==> config.mk <==
export PLATFORM = sky130hd
export DESIGN_NAME = player_ctrl
export DESIGN_NICKNAME = d
export VERILOG_FILES = /design/src/rtl/player_ctrl.sv
export SDC_FILE = /design/constraint.sdc
export NUM_CORES = 1
export LEC_CHECK = 0
export BUFFER_PORTS_ARGS = -buffer_cell sky130_fd_sc_hd__buf_4
export CAP_MARGIN = 20
export CORE_MARGIN = 4
export CORE_UTILIZATION = 50
export CTS_CLUSTER_DIAMETER = 100
export CTS_CLUSTER_SIZE = 20
export DETAILED_ROUTE_END_ITERATION = 12
export GPL_ROUTABILITY_DRIVEN = 0
export PLACE_DENSITY_LB_ADDON = 0.12
export SYNTH_ARGS = -nofsm -noshare
export SYNTH_HDL_FRONTEND = slang
export SYNTH_SLANG_ARGS = --single-unit
==> constraint.sdc <==
create_clock -name clk -period 2.3 [get_ports clk]
set_input_delay 0 -clock clk [delete_from_list [all_inputs] [get_ports clk]]
set_output_delay 0 -clock clk [all_outputs]
set_load 0.02 [all_outputs]
==> src/rtl/player_ctrl.sv <==
// player_ctrl: play/pause/skip FSM with song index, repeat mode and beat generator
module player_ctrl #(
    parameter int NUM_SONGS  = 4,
    parameter int SONG_W     = 2,
    parameter int BEAT_COUNT = 1000,
    parameter int FF_RATE    = 2
) (
    input  logic              clk,
    input  logic              reset,
    input  logic              play_button,
    input  logic              next_button,
    input  logic              prev_button,
    input  logic              fast_forward_button,
    input  logic              repeat_button,
    input  logic              song_done,
    output logic              play,
    output logic [SONG_W-1:0] song,
    output logic              reset_player,
    output logic              beat,
    output logic              ff_active,
    output logic              repeat_mode
);
    localparam int CW = $clog2(BEAT_COUNT);
    typedef enum logic [1:0] {PAUSED, PLAYING, ADVANCE} state_t;
    state_t            r_state, r_target, w_next, w_target;
    logic [SONG_W-1:0] r_song, w_song;
    logic [CW-1:0]     r_count;
    logic [CW:0]       w_inc, w_sum;
    logic              w_wrap, w_next_btn, w_prev_btn, w_last, w_ff;
    logic              r_play, r_reset_player, r_beat, r_ff, r_repeat;

    assign w_last     = r_song == SONG_W'(NUM_SONGS - 1);
    assign w_next_btn = next_button & ~prev_button;
    assign w_prev_btn = prev_button & ~next_button;
    assign w_ff       = fast_forward_button && r_state == PLAYING;
    assign w_inc      = w_ff ? (CW+1)'(FF_RATE) : (CW+1)'(1);
    assign w_sum      = {1'b0, r_count} + w_inc;
    assign w_wrap     = w_sum >= (CW+1)'(BEAT_COUNT);

    // next state, post-advance target and next song index, by priority skip > song_done > play
    always_comb begin
        w_next   = r_state;
        w_target = r_target;
        w_song   = r_song;
        if (r_state == ADVANCE) begin
            w_next = r_target;
        end else if (w_next_btn) begin
            w_next   = ADVANCE;
            w_target = PAUSED;
            w_song   = w_last ? '0 : r_song + 1'b1;
        end else if (w_prev_btn) begin
            w_next   = ADVANCE;
            w_target = PAUSED;
            w_song   = (r_song == '0) ? SONG_W'(NUM_SONGS - 1) : r_song - 1'b1;
        end else if (song_done && r_state == PLAYING) begin
            w_next   = ADVANCE;
            w_target = (r_repeat || !w_last) ? PLAYING : PAUSED;
            w_song   = r_repeat ? r_song : (w_last ? '0 : r_song + 1'b1);
        end else if (play_button) begin
            w_next = (r_state == PLAYING) ? PAUSED : PLAYING;
        end
    end

    // FSM registers and registered play/restart outputs
    always_ff @(posedge clk) begin
        if (reset) begin
            r_state        <= PAUSED;
            r_target       <= PAUSED;
            r_song         <= '0;
            r_play         <= 1'b0;
            r_reset_player <= 1'b0;
        end else begin
            r_state        <= w_next;
            r_target       <= w_target;
            r_song         <= w_song;
            r_play         <= w_next == PLAYING;
            r_reset_player <= w_next == ADVANCE;
        end
    end

    // beat counter: cleared on entering ADVANCE, advances while playing, holds otherwise
    always_ff @(posedge clk) begin
        if (reset) begin
            r_count <= '0;
            r_beat  <= 1'b0;
        end else if (w_next == ADVANCE) begin
            r_count <= '0;
            r_beat  <= 1'b0;
        end else if (r_state == PLAYING) begin
            r_count <= w_wrap ? '0 : w_sum[CW-1:0];
            r_beat  <= w_wrap;
        end else begin
            r_beat  <= 1'b0;
        end
    end

    // fast-forward indicator and repeat toggle, independent of FSM priority
    always_ff @(posedge clk) begin
        if (reset) begin
            r_ff     <= 1'b0;
            r_repeat <= 1'b0;
        end else begin
            r_ff     <= w_ff;
            r_repeat <= r_repeat ^ repeat_button;
        end
    end

    assign play         = r_play;
    assign song         = r_song;
    assign reset_player = r_reset_player;
    assign beat         = r_beat;
    assign ff_active    = r_ff;
    assign repeat_mode  = r_repeat;
endmodule

==> results of run 1 <==
==> stage by stage <==
stage | instance area, um2 | setup slack (ns) | cells | total power [mW]
4_1_cts | 1464 | -0.09108 | 204 | 0.7341
3_3_place_gp | 1335 | -0.08930 | 194 | 0.5433
6_report | 1511 | -0.1182 | 206 | 0.7324
2_1_floorplan | 1155 | -0.01631 | 147 | 0.4898
5_1_grt | 1511 | -0.2024 | 206 | 0.7797
3_5_place_dp | 1335 | -0.1722 | 194 | 0.5493
==> worst max-delay path by stage <==
| stage | to | slack, ns | depth (start not counted) |
|---|---|---|---|
| floorplan | r_count[5] | -0.02 | 12 |
| global placement | r_count[5] | -0.09 | 11 |
| detailed placement | r_count[5] | -0.17 | 11 |
| CTS | r_count[5] | -0.09 | 11 |
| global route | r_count[5] | -0.20 | 10 |
| finish | r_count[5] | -0.12 | 11 |
==> layout make-up <==
| cell class | count | area (um2) | area share (%) |
|---|---|---|---|
| Tap cell | 28 | 35.03 | 2.318 |
| Timing Repair Buffer | 29 | 222.7 | 14.74 |
| Inverter | 15 | 58.81 | 3.891 |
| Clock buffer | 4 | 26.28 | 1.738 |
| Sequential cell | 20 | 404.1 | 26.74 |
| Multi-Input combinational cell | 110 | 764.5 | 50.58 |
==> critical path, stage by stage, from the launching register on <==
cell	delay [ns]
dfxtp_4	0.38
inv_4	0.04
nor2_4	0.10
nand2_4	0.07
ha_4	0.16
fa_2	0.38
nand4_1	0.17
nor2_2	0.08
xnor2_2	0.14
a2111o_1	0.48
a32oi_1	0.23
o31ai_1	0.09
==> state kept, by name (all words and copies together) (netlist names) <==
signal	count
repeat_mode	1
reset_player	1
r_count	10
beat	1
play	1
r_target	1
song	2
r_state	2
ff_active	1
==> Yosys cell counts, drive strengths merged <==
library cell and count:
xor2 1, clkbuf 1, o21ai 10, o211ai 1
nor3 1, fa 1, a21boi 1, buf 2
a31oi 3, a32oi 1, nand2b 2, and2 4
and3 1, o31a 1, dfxtp 20, nand2 19
nor4 1, o311ai 1, a211oi 2, a2111o 1
nand3 6, nor4b 1, inv 15, nor2 16
a21oi 8, o22ai 3, nand4 4, a22oi 2
ha 6, xnor2 4, a21o 3, or2 2
o31ai 3
==> metal layers <==
metal  up-vias  track usage [%]  part of all wire, %
li1        583                -                    -
met1       533            20.48                   42
met2        19            33.45                   53
met3         4            2.088                  2.6
met4         0            9.375                  1.8
met5         -                0                    0
==> cells by family after synthesis <==
group | after synthesis | synth area share (%)
and+or+nand+nor | 57 | 23.52
AOI/OAI and AO/OA | 40 | 22.42
DFF | 20 | 35.16
buffers and inverters | 18 | 6.702
adders and majority gates | 7 | 8.352
xor gates and xnor gates | 5 | 3.846
==> power groups by stage <==
stage               clock, mW  sequential (mW)  combinational, mW
global placement            0            0.382              0.161
finish                  0.178            0.377              0.178
floorplan                   0            0.398             0.0914
detailed placement          0            0.383              0.166
global route            0.200            0.380              0.200
CTS                     0.182            0.377              0.175
==> what timing repair did <==
item                                   4_1_cts  5_1_grt
setup endpoints to repair                   11       11
buffers inserted                             3        2
pin swaps                                   17       10
hold buffers                                 2        0
endpoints found under the hold margin        7        0
gates resized for setup                      9        6
gates cloned                                 1        0
==> results.sh, run 1 <==
export IMPL_violations="setup timing"
export IMPL_floorplan_die_height_um=55.72
export IMPL_most_used_cells_in_the_layout_excluding_fill_and_tap_cells="27 x buf_4, 19 x dfxtp_1, 17 x nand2_1, 14 x nor2_1, 13 x inv_1"
export IMPL_yosys_warning_total=0
export IMPL_net_count_of_the_mapped_netlist=162
export IMPL_worstMarginPinSlew_ns=0.3799
export IMPL_cts_root_buffer="clkbuf_4"
export IMPL_critical_path_peak_fanout=5
export IMPL_setup_viol_count_final=10
export IMPL_chipWidth_um=55.72
export IMPL_tritoncts="done"
export IMPL_internal_power_uw=511.8
export IMPL_synth_yosys_seq_area_share_pct=35.16
export IMPL_setup_worst_path_start_class="register"
export IMPL_hold_path_end="ff_active"
export IMPL_floorplan_io_pins=15
export IMPL_remaining_drc_errors=0
export IMPL_detail_route_wl_per_cell_um=12.94
export IMPL_timing_max_transition_violations_final=0
export IMPL_synthTopCellsByArea="dfxtp_1 35%, ha_1 6.6%, nand2_1 6.3%"
export IMPL_fin_crit_sh_pct=105.1
export IMPL_power_frac_clock_pct=24.3
export IMPL_num_vias=1139
export IMPL_total_power_density_per_cell_area_nw_per_um2=484.6
export IMPL_dp_final_hpwl_mm=1.897
export IMPL_fin_skew_ns=0.006610
export IMPL_layout_drive_gt1_share_pct=26.97
export IMPL_worst_setup_path_startpoint="r_state[0]"
export IMPL_post_synth_top_area_cell="dfxtp_1"
export IMPL_grt_start_max_net_pins=12
export IMPL_outcome="complete, but fails checks"
export IMPL_worst_slew_margin_rel_pct=74.58
export IMPL_finalCoreUtilization_pct=68.99
export IMPL_rrSetupSlack_ns=-0.12
export IMPL_clkLatencyLatePin_ns=0.30
export IMPL_r2r_end="r_count[5]"
export IMPL_hold_start="fast_forward_button"
export IMPL_syn_area_um2=1139
export IMPL_p_seq_share_pct=51.5
export IMPL_hold_slack_ns=0.04719
export IMPL_min_delay_path_class="in -> reg"
export IMPL_place_port_buffers=14
export IMPL_post_synth_num_cell_types=38
export IMPL_timing_setup_tns_ns=-0.4864
export IMPL_detail_route_antenna_nets=0
export IMPL_routed_wl_mm=2.665
export IMPL_rsz_0062_raised_after_global_routing="true"
export IMPL_ys_ff_latch=20
export IMPL_final_setup_worst_slack_ns=-0.1182
export IMPL_grt_total_usage_pct=18.27
export IMPL_yosys_area_top_type_share_pct=35.16
export IMPL_final_common_cell="buf_4"
export IMPL_fraction_of_power_spent_switching_nets_pct=30.12
export IMPL_worst_endpoint_required_ns=2.50
export IMPL_grt_pass1_wl_mm=4.609
export IMPL_via_count_of_the_first_global_routing_pass=1129
export IMPL_core_area_um2=2191
export IMPL_cts_htree_levels=1
export IMPL_finish_net_count=194
export IMPL_final_period_minus_worst_setup_slack_ns=2.418
export IMPL_finalHoldViolCount=0
export IMPL_synthesis_instances=147
export IMPL_power_switching_uw=220.6
export IMPL_r2r_startpoint="r_state[0]"
export IMPL_critical_path_endpoint_type="register"
export IMPL_filler_cell_count=183
export IMPL_insertedDiodeCount=0
export IMPL_syn_area_per_cell_um2=7.746
export IMPL_setup_worst_path_class="reg -> reg"
export IMPL_initial_core_util_pct=51.97
export IMPL_cts_sink_count=20
export IMPL_grt_overflow=0
export IMPL_cts_max_path_buffers=2
export IMPL_placement_rows=17
export IMPL_die_area_um2=3105
export IMPL_drt_iter0_drc=20
export IMPL_worst_r2r_cell_count=11
export IMPL_layout_area_overhead_vs_synth_pct=32.75
export IMPL_cts_buffers=3
export IMPL_combinationalPowerShare_pct=24.2
export IMPL_worstHoldPathCells=4
export IMPL_clkSlewWorstSetupHoldPaths_ns=0.12
export IMPL_grt_antenna_before_repair=0
export IMPL_leakage_nw=0.5807
export IMPL_highest_achievable_clock_rate_mhz=413.5
export IMPL_via_per_inst=5.529
export IMPL_drtPass1Iterations=4
export IMPL_cap_viol_max_count=0
export IMPL_crit_arrival_ns=2.62
export IMPL_ir_drop_v=0.0003787
(Power assumes the default switching activity.)
==> inputs of run 2 (changes only) <==
--- a/config.mk
+++ b/config.mk
@@ -8,12 +8,13 @@
 export BUFFER_PORTS_ARGS = -buffer_cell sky130_fd_sc_hd__buf_4
 export CAP_MARGIN = 20
 export CORE_MARGIN = 4
-export CORE_UTILIZATION = 50
+export CORE_UTILIZATION = 55
 export CTS_CLUSTER_DIAMETER = 100
 export CTS_CLUSTER_SIZE = 20
 export DETAILED_ROUTE_END_ITERATION = 12
 export GPL_ROUTABILITY_DRIVEN = 0
 export PLACE_DENSITY_LB_ADDON = 0.12
+export SETUP_SLACK_MARGIN = 0.4
 export SYNTH_ARGS = -nofsm -noshare
 export SYNTH_HDL_FRONTEND = slang
 export SYNTH_SLANG_ARGS = --single-unit
==> constraint.sdc (replaced) <==
create_clock -name clk -period 2.47 [get_ports clk]
set_input_delay 0 -clock clk [delete_from_list [all_inputs] [get_ports clk]]
set_output_delay 0 -clock clk [all_outputs]
set_load 0.02 [all_outputs]
==> results.sh, run 2 (same netlist as run 1, synthesis figures left out) <==
export IMPL_r2r_startpoint="r_state[0]"
export IMPL_detail_route_wl_per_cell_um=13.84
export IMPL_finalHoldViolCount=0
export IMPL_grt_start_max_net_pins=12
export IMPL_drtPass1Iterations=4
export IMPL_cts_root_buffer="clkbuf_4"
export IMPL_largest_reg_flops=10
export IMPL_cts_max_path_buffers=2
export IMPL_timing_max_transition_violations_final=0
export IMPL_initial_core_util_pct=58.04
export IMPL_rsz_0062_raised_after_global_routing="true"
export IMPL_cts_sink_count=20
export IMPL_fin_crit_sh_pct=97.62
export IMPL_core_area_um2=1962
export IMPL_critical_path_slowest_cell="a2111o_1"
export IMPL_die_area_um2=2862
export IMPL_hold_start="fast_forward_button"
export IMPL_worst_r2r_cell_count=11
export IMPL_floorplan_io_pins=15
export IMPL_hold_slack_ns=0.09979
export IMPL_total_power_density_per_cell_area_nw_per_um2=455.6
export IMPL_grt_total_usage_pct=21.33
export IMPL_min_delay_path_class="in -> reg"
export IMPL_r2r_end="r_count[4]"
export IMPL_worst_endpoint_required_ns=2.65
export IMPL_worst_path_largest_cell_delay_ns=0.45
export IMPL_chipWidth_um=53.50
export IMPL_drt_iter0_drc=30
export IMPL_grt_antenna_before_repair=0
export IMPL_final_area_um2=1474
export IMPL_clkLatencyLatePin_ns=0.29
export IMPL_layout_drive_gt1_share_pct=26.29
export IMPL_layout_area_overhead_vs_synth_pct=29.45
export IMPL_place_port_buffers=14
export IMPL_worst_slew_margin_rel_pct=58.27
export IMPL_worstMarginPinSlew_ns=0.6236
export IMPL_insertedDiodeCount=0
export IMPL_cp_cell_sequence="inv_4 -> nor2_4 -> nand2_4 -> ha_4 -> fa_2 -> nand4_1 -> nor4b_2 -> a21oi_2 -> a2111o_1 -> nand3_2 -> o31ai_1"
export IMPL_placement_rows=16
export IMPL_setup_worst_path_start_class="register"
export IMPL_via_per_inst=5.718
export IMPL_routed_wl_mm=2.795
export IMPL_largest_register="r_count"
export IMPL_num_vias=1155
export IMPL_placed_cell_areas_um2=1314
export IMPL_setup_worst_path_class="reg -> reg"
export IMPL_remaining_drc_errors=0
export IMPL_highest_achievable_clock_rate_mhz=414.7
export IMPL_total_power_uw=671.5
export IMPL_finish_net_count=191
export IMPL_ir_drop_v=0.0003116
export IMPL_timing_setup_tns_ns=0
export IMPL_hold_path_end="ff_active"
export IMPL_dp_final_hpwl_mm=1.922
export IMPL_leakage_nw=0.5791
export IMPL_final_period_minus_worst_setup_slack_ns=2.411
export IMPL_floorplan_die_height_um=53.50
export IMPL_crit_arrival_ns=2.59
export IMPL_most_used_cells_in_the_layout_excluding_fill_and_tap_cells="23 x buf_4, 18 x dfxtp_1, 17 x nand2_1, 14 x nor2_1, 13 x inv_1"
export IMPL_grt_overflow=0
export IMPL_detail_route_antenna_nets=0
export IMPL_cts_htree_levels=1
export IMPL_finalCoreUtilization_pct=75.13
export IMPL_worstHoldPathCells=4
export IMPL_clkSlewWorstSetupHoldPaths_ns=0.11
export IMPL_critical_path_peak_fanout=7
export IMPL_dp_slack_ns=-0.006476
export IMPL_tritoncts="done"
export IMPL_critical_path_endpoint_type="register"
export IMPL_final_cell_count_no_fill=202
export IMPL_worst_path_dominant_cell_family="simple AND/OR/NAND/NOR gates"
export IMPL_setup_viol_count_final=0
export IMPL_final_setup_worst_slack_ns=0.05872
export IMPL_via_count_of_the_first_global_routing_pass=1106
export IMPL_rrSetupSlack_ns=0.06
export IMPL_final_common_cell="buf_4"
export IMPL_grt_pass1_wl_mm=4.533
export IMPL_place_inst=190
export IMPL_cts_buffers=3
export IMPL_outcome="finished, final reports clean"
export IMPL_cap_viol_max_count=0
export IMPL_fin_skew_ns=0.003272
export IMPL_timing_critical_path_buf_inv=1
run 2: cell types whose count changed in the layout (fill, tap and decap cells not counted), sizes merged:
cell and change:
buf -3
run 2: cell type report:
class	count	area [um2]
Clock buffer	4	26.28
Fill cell	171	488.0
Inverter	15	61.31
Multi-Input combinational cell	110	743.2
Sequential cell	20	405.4
Tap cell	27	33.78
Timing Repair Buffer	26	203.9
run 2: where the power goes:
group          leakage [nW]  internal (mW)  switching [mW]  total, mW
combinational         0.400         0.0724          0.0902      0.163
clock                0.0150         0.0627          0.0944      0.157
sequential            0.164          0.339          0.0128      0.352
run 2: worst max path at each step:
| stage | from | endpoint | cells past startpoint |
|---|---|---|---|
| finish | r_state[0] | r_count[4] | 11 |
| global route | r_state[0] | r_count[5] | 11 |
| CTS | r_state[0] | r_count[5] | 11 |
| detailed placement | r_state[0] | r_count[4] | 11 |
| global placement | r_state[0] | r_count[4] | 11 |
| floorplan | r_state[0] | r_count[5] | 12 |
run 2: per-layer routing:
| layer | vias to the layer above | share of wire (%) | GRT usage (%) |
|---|---|---|---|
| met4 | 0 | 3.0 | 10.21 |
| li1 | 578 | - | - |
| met5 | - | 0 | 0 |
| met3 | 15 | 4.5 | 2.817 |
| met1 | 513 | 41 | 22.45 |
| met2 | 49 | 51 | 40.82 |
run 2: timing repair:
item / 4_1_cts / 5_1_grt
endpoints found under the setup margin: 11 / 11
endpoints found under the hold margin: 7 / 0
hold buffers: 2 / 0
cloned: 1 / 0
buffers inserted: 3 / 2
pin swaps: 9 / 5
resized for setup: 12 / 4
run 2: tightest hold or removal path, stage by stage:
cell and delay [ns]:
buf_4 0.12, nand2_4 0.10, buf_4 0.11, nor2_1 0.03
==> inputs of run 3 (changes only) <==
==> constraint.sdc (replaced) <==
create_clock -name clk -period 2.35 [get_ports clk]
set_input_delay 0 -clock clk [delete_from_list [all_inputs] [get_ports clk]]
set_output_delay 0 -clock clk [all_outputs]
set_load 0.02 [all_outputs]
==> results.sh, run 3 (same netlist as run 1, synthesis figures left out) <==
export IMPL_worstMarginPinSlew_ns=0.4040
export IMPL_dp_final_hpwl_mm=1.981
export IMPL_critical_path_slowest_cell="a2111o_1"
export IMPL_rrSetupSlack_ns=-0.11
export IMPL_remaining_drc_errors=0
export IMPL_ir_drop_v=0.0004837
export IMPL_min_delay_path_class="in -> reg"
export IMPL_cp_cell_sequence="inv_4 -> nor2_4 -> nand2_4 -> ha_4 -> fa_2 -> nand4_1 -> nor4b_2 -> a21oi_1 -> a2111o_1 -> a32oi_1 -> o31ai_1"
export IMPL_worst_path_largest_cell_delay_ns=0.47
export IMPL_power_frac_clock_pct=27.1
export IMPL_internal_power_uw=533.6
export IMPL_detail_route_antenna_nets=0
export IMPL_setup_worst_path_class="reg -> reg"
export IMPL_hold_path_end="ff_active"
export IMPL_clkLatencyLatePin_ns=0.31
export IMPL_via_count_of_the_first_global_routing_pass=1205
export IMPL_layout_area_overhead_vs_synth_pct=31.32
export IMPL_detail_route_wl_per_cell_um=13.72
export IMPL_critical_path_peak_fanout=5
export IMPL_worstHoldPathCells=4
export IMPL_floorplan_io_pins=15
export IMPL_place_port_buffers=14
export IMPL_routed_wl_mm=2.812
export IMPL_placement_rows=16
export IMPL_fraction_of_power_spent_switching_nets_pct=29.28
export IMPL_chipWidth_um=53.50
export IMPL_timing_critical_path_buf_inv=1
export IMPL_worst_endpoint_required_ns=2.55
export IMPL_r2r_startpoint="r_state[0]"
export IMPL_crit_arrival_ns=2.66
export IMPL_worst_slew_margin_rel_pct=72.90
export IMPL_finish_net_count=194
export IMPL_largest_register="r_count"
export IMPL_critical_path_endpoint_type="register"
export IMPL_power_switching_uw=220.9
export IMPL_grt_total_usage_pct=23.28
export IMPL_floorplan_die_height_um=53.50
export IMPL_timing_setup_tns_ns=-0.6227
export IMPL_finalHoldViolCount=0
export IMPL_num_vias=1169
export IMPL_drt_iter0_drc=30
export IMPL_grt_antenna_before_repair=0
export IMPL_drtPass1Iterations=4
export IMPL_fin_crit_sh_pct=104.5
export IMPL_core_area_um2=1962
export IMPL_cts_sink_count=20
export IMPL_grt_pass1_wl_mm=4.850
export IMPL_cts_htree_levels=1
export IMPL_layout_drive_gt1_share_pct=25.84
export IMPL_worst_path_dominant_cell_family="compound AO/OA/AOI/OAI gates"
export IMPL_largest_reg_flops=10
export IMPL_hold_start="fast_forward_button"
export IMPL_grt_overflow=0
export IMPL_final_common_cell="buf_4"
export IMPL_timing_max_transition_violations_final=0
export IMPL_violations="setup timing"
export IMPL_fin_skew_ns=0.007041
export IMPL_cts_buffers=3
export IMPL_rsz_0062_raised_after_global_routing="true"
export IMPL_die_area_um2=2862
export IMPL_setup_viol_count_final=9
export IMPL_worst_r2r_cell_count=11
export IMPL_tritoncts="done"
export IMPL_cts_root_buffer="clkbuf_4"
export IMPL_cts_max_path_buffers=2
export IMPL_most_used_cells_in_the_layout_excluding_fill_and_tap_cells="27 x buf_4, 18 x nand2_1, 18 x dfxtp_1, 15 x nor2_1, 13 x inv_1"
export IMPL_combinationalPowerShare_pct=24.0
export IMPL_outcome="complete, but fails checks"
export IMPL_leakage_nw=0.5876
export IMPL_total_power_density_per_cell_area_nw_per_um2=504.6
export IMPL_grt_start_max_net_pins=12
export IMPL_cap_viol_max_count=0
export IMPL_setup_worst_path_start_class="register"
export IMPL_clkSlewWorstSetupHoldPaths_ns=0.12
export IMPL_final_setup_worst_slack_ns=-0.1060
export IMPL_via_per_inst=5.702
export IMPL_hold_slack_ns=0.07929
export IMPL_r2r_end="r_count[5]"
export IMPL_highest_achievable_clock_rate_mhz=407.2
export IMPL_final_period_minus_worst_setup_slack_ns=2.456
export IMPL_p_seq_share_pct=48.9
export IMPL_insertedDiodeCount=0
export IMPL_initial_core_util_pct=58.04
==> run 3: cell count changes in the layout (fill, tap and decap cells not counted), sizes merged <==
| cell | before | now |
|---|---|---|
| buf | 24 | 27 |
==> run 3: cell type report <==
type | count | area (um2)
Clock buffer | 4 | 36.28
Tap cell | 27 | 33.78
Inverter | 15 | 61.31
Timing Repair Buffer | 29 | 222.7
Sequential cell | 20 | 405.4
Fill cell | 167 | 466.7
Multi-Input combinational cell | 110 | 735.7
==> run 3: timing repair <==
| action | 4_1_cts | 5_1_grt |
|---|---|---|
| hold endpoints to repair | 7 | 0 |
| resized for setup | 6 | 5 |
| endpoints found under the setup margin | 11 | 11 |
| buffers inserted | 4 | 1 |
| hold buffers | 2 | 0 |
| gates cloned | 1 | 0 |
| pin swaps | 12 | 10 |
==> run 3: metrics by stage <==
stage | setup slack (ns) | total power, mW | util, % | instance area, um2 | instances
6_report | -0.1060 | 0.7545 | 76.21 | 1495 | 205
2_1_floorplan | 0.03585 | 0.4802 | - | 1157 | 147
3_3_place_gp | -0.03739 | 0.5336 | 68.11 | 1336 | 193
3_5_place_dp | -0.1556 | 0.5401 | 68.11 | 1336 | 193
5_1_grt | -0.2383 | 0.8009 | 76.21 | 1495 | 205
4_1_cts | -0.05032 | 0.7541 | 74.94 | 1470 | 204
==> run 3: routing by layer <==
metal / up-vias / track usage (%) / routed length (um)
met1: 545 / 24.57 / 1171
met4: 0 / 15.32 / 82
met2: 36 / 41.63 / 1441
met5: - / 0 / 0
li1: 579 / - / -
met3: 9 / 4.225 / 116
==> run 3: worst max path at each step <==
stage	startpoint	to	slack, ns	cells past startpoint
2_1_floorplan	r_state[0]	r_count[5]	0.04	12
3_3_place_gp	r_state[0]	r_count[5]	-0.04	11
3_5_place_dp	r_state[0]	r_count[5]	-0.16	11
4_1_cts	r_state[0]	r_count[5]	-0.05	11
5_1_grt	r_state[0]	r_count[5]	-0.24	11
6_report	r_state[0]	r_count[5]	-0.11	11
==> run 3: tightest hold or removal path: stages <==
cell	delay (ns)
buf_4	0.12
nand2_4	0.09
buf_4	0.11
nor2_1	0.03
==> run 3: power by group through the flow <==
stage          registers, mW  logic (mW)  clock network (mW)
2_1_floorplan          0.390      0.0897                   0
6_report               0.369       0.181               0.204
4_1_cts                0.369       0.176               0.209
3_5_place_dp           0.375       0.165                   0
3_3_place_gp           0.374       0.159                   0
5_1_grt                0.372       0.203               0.226
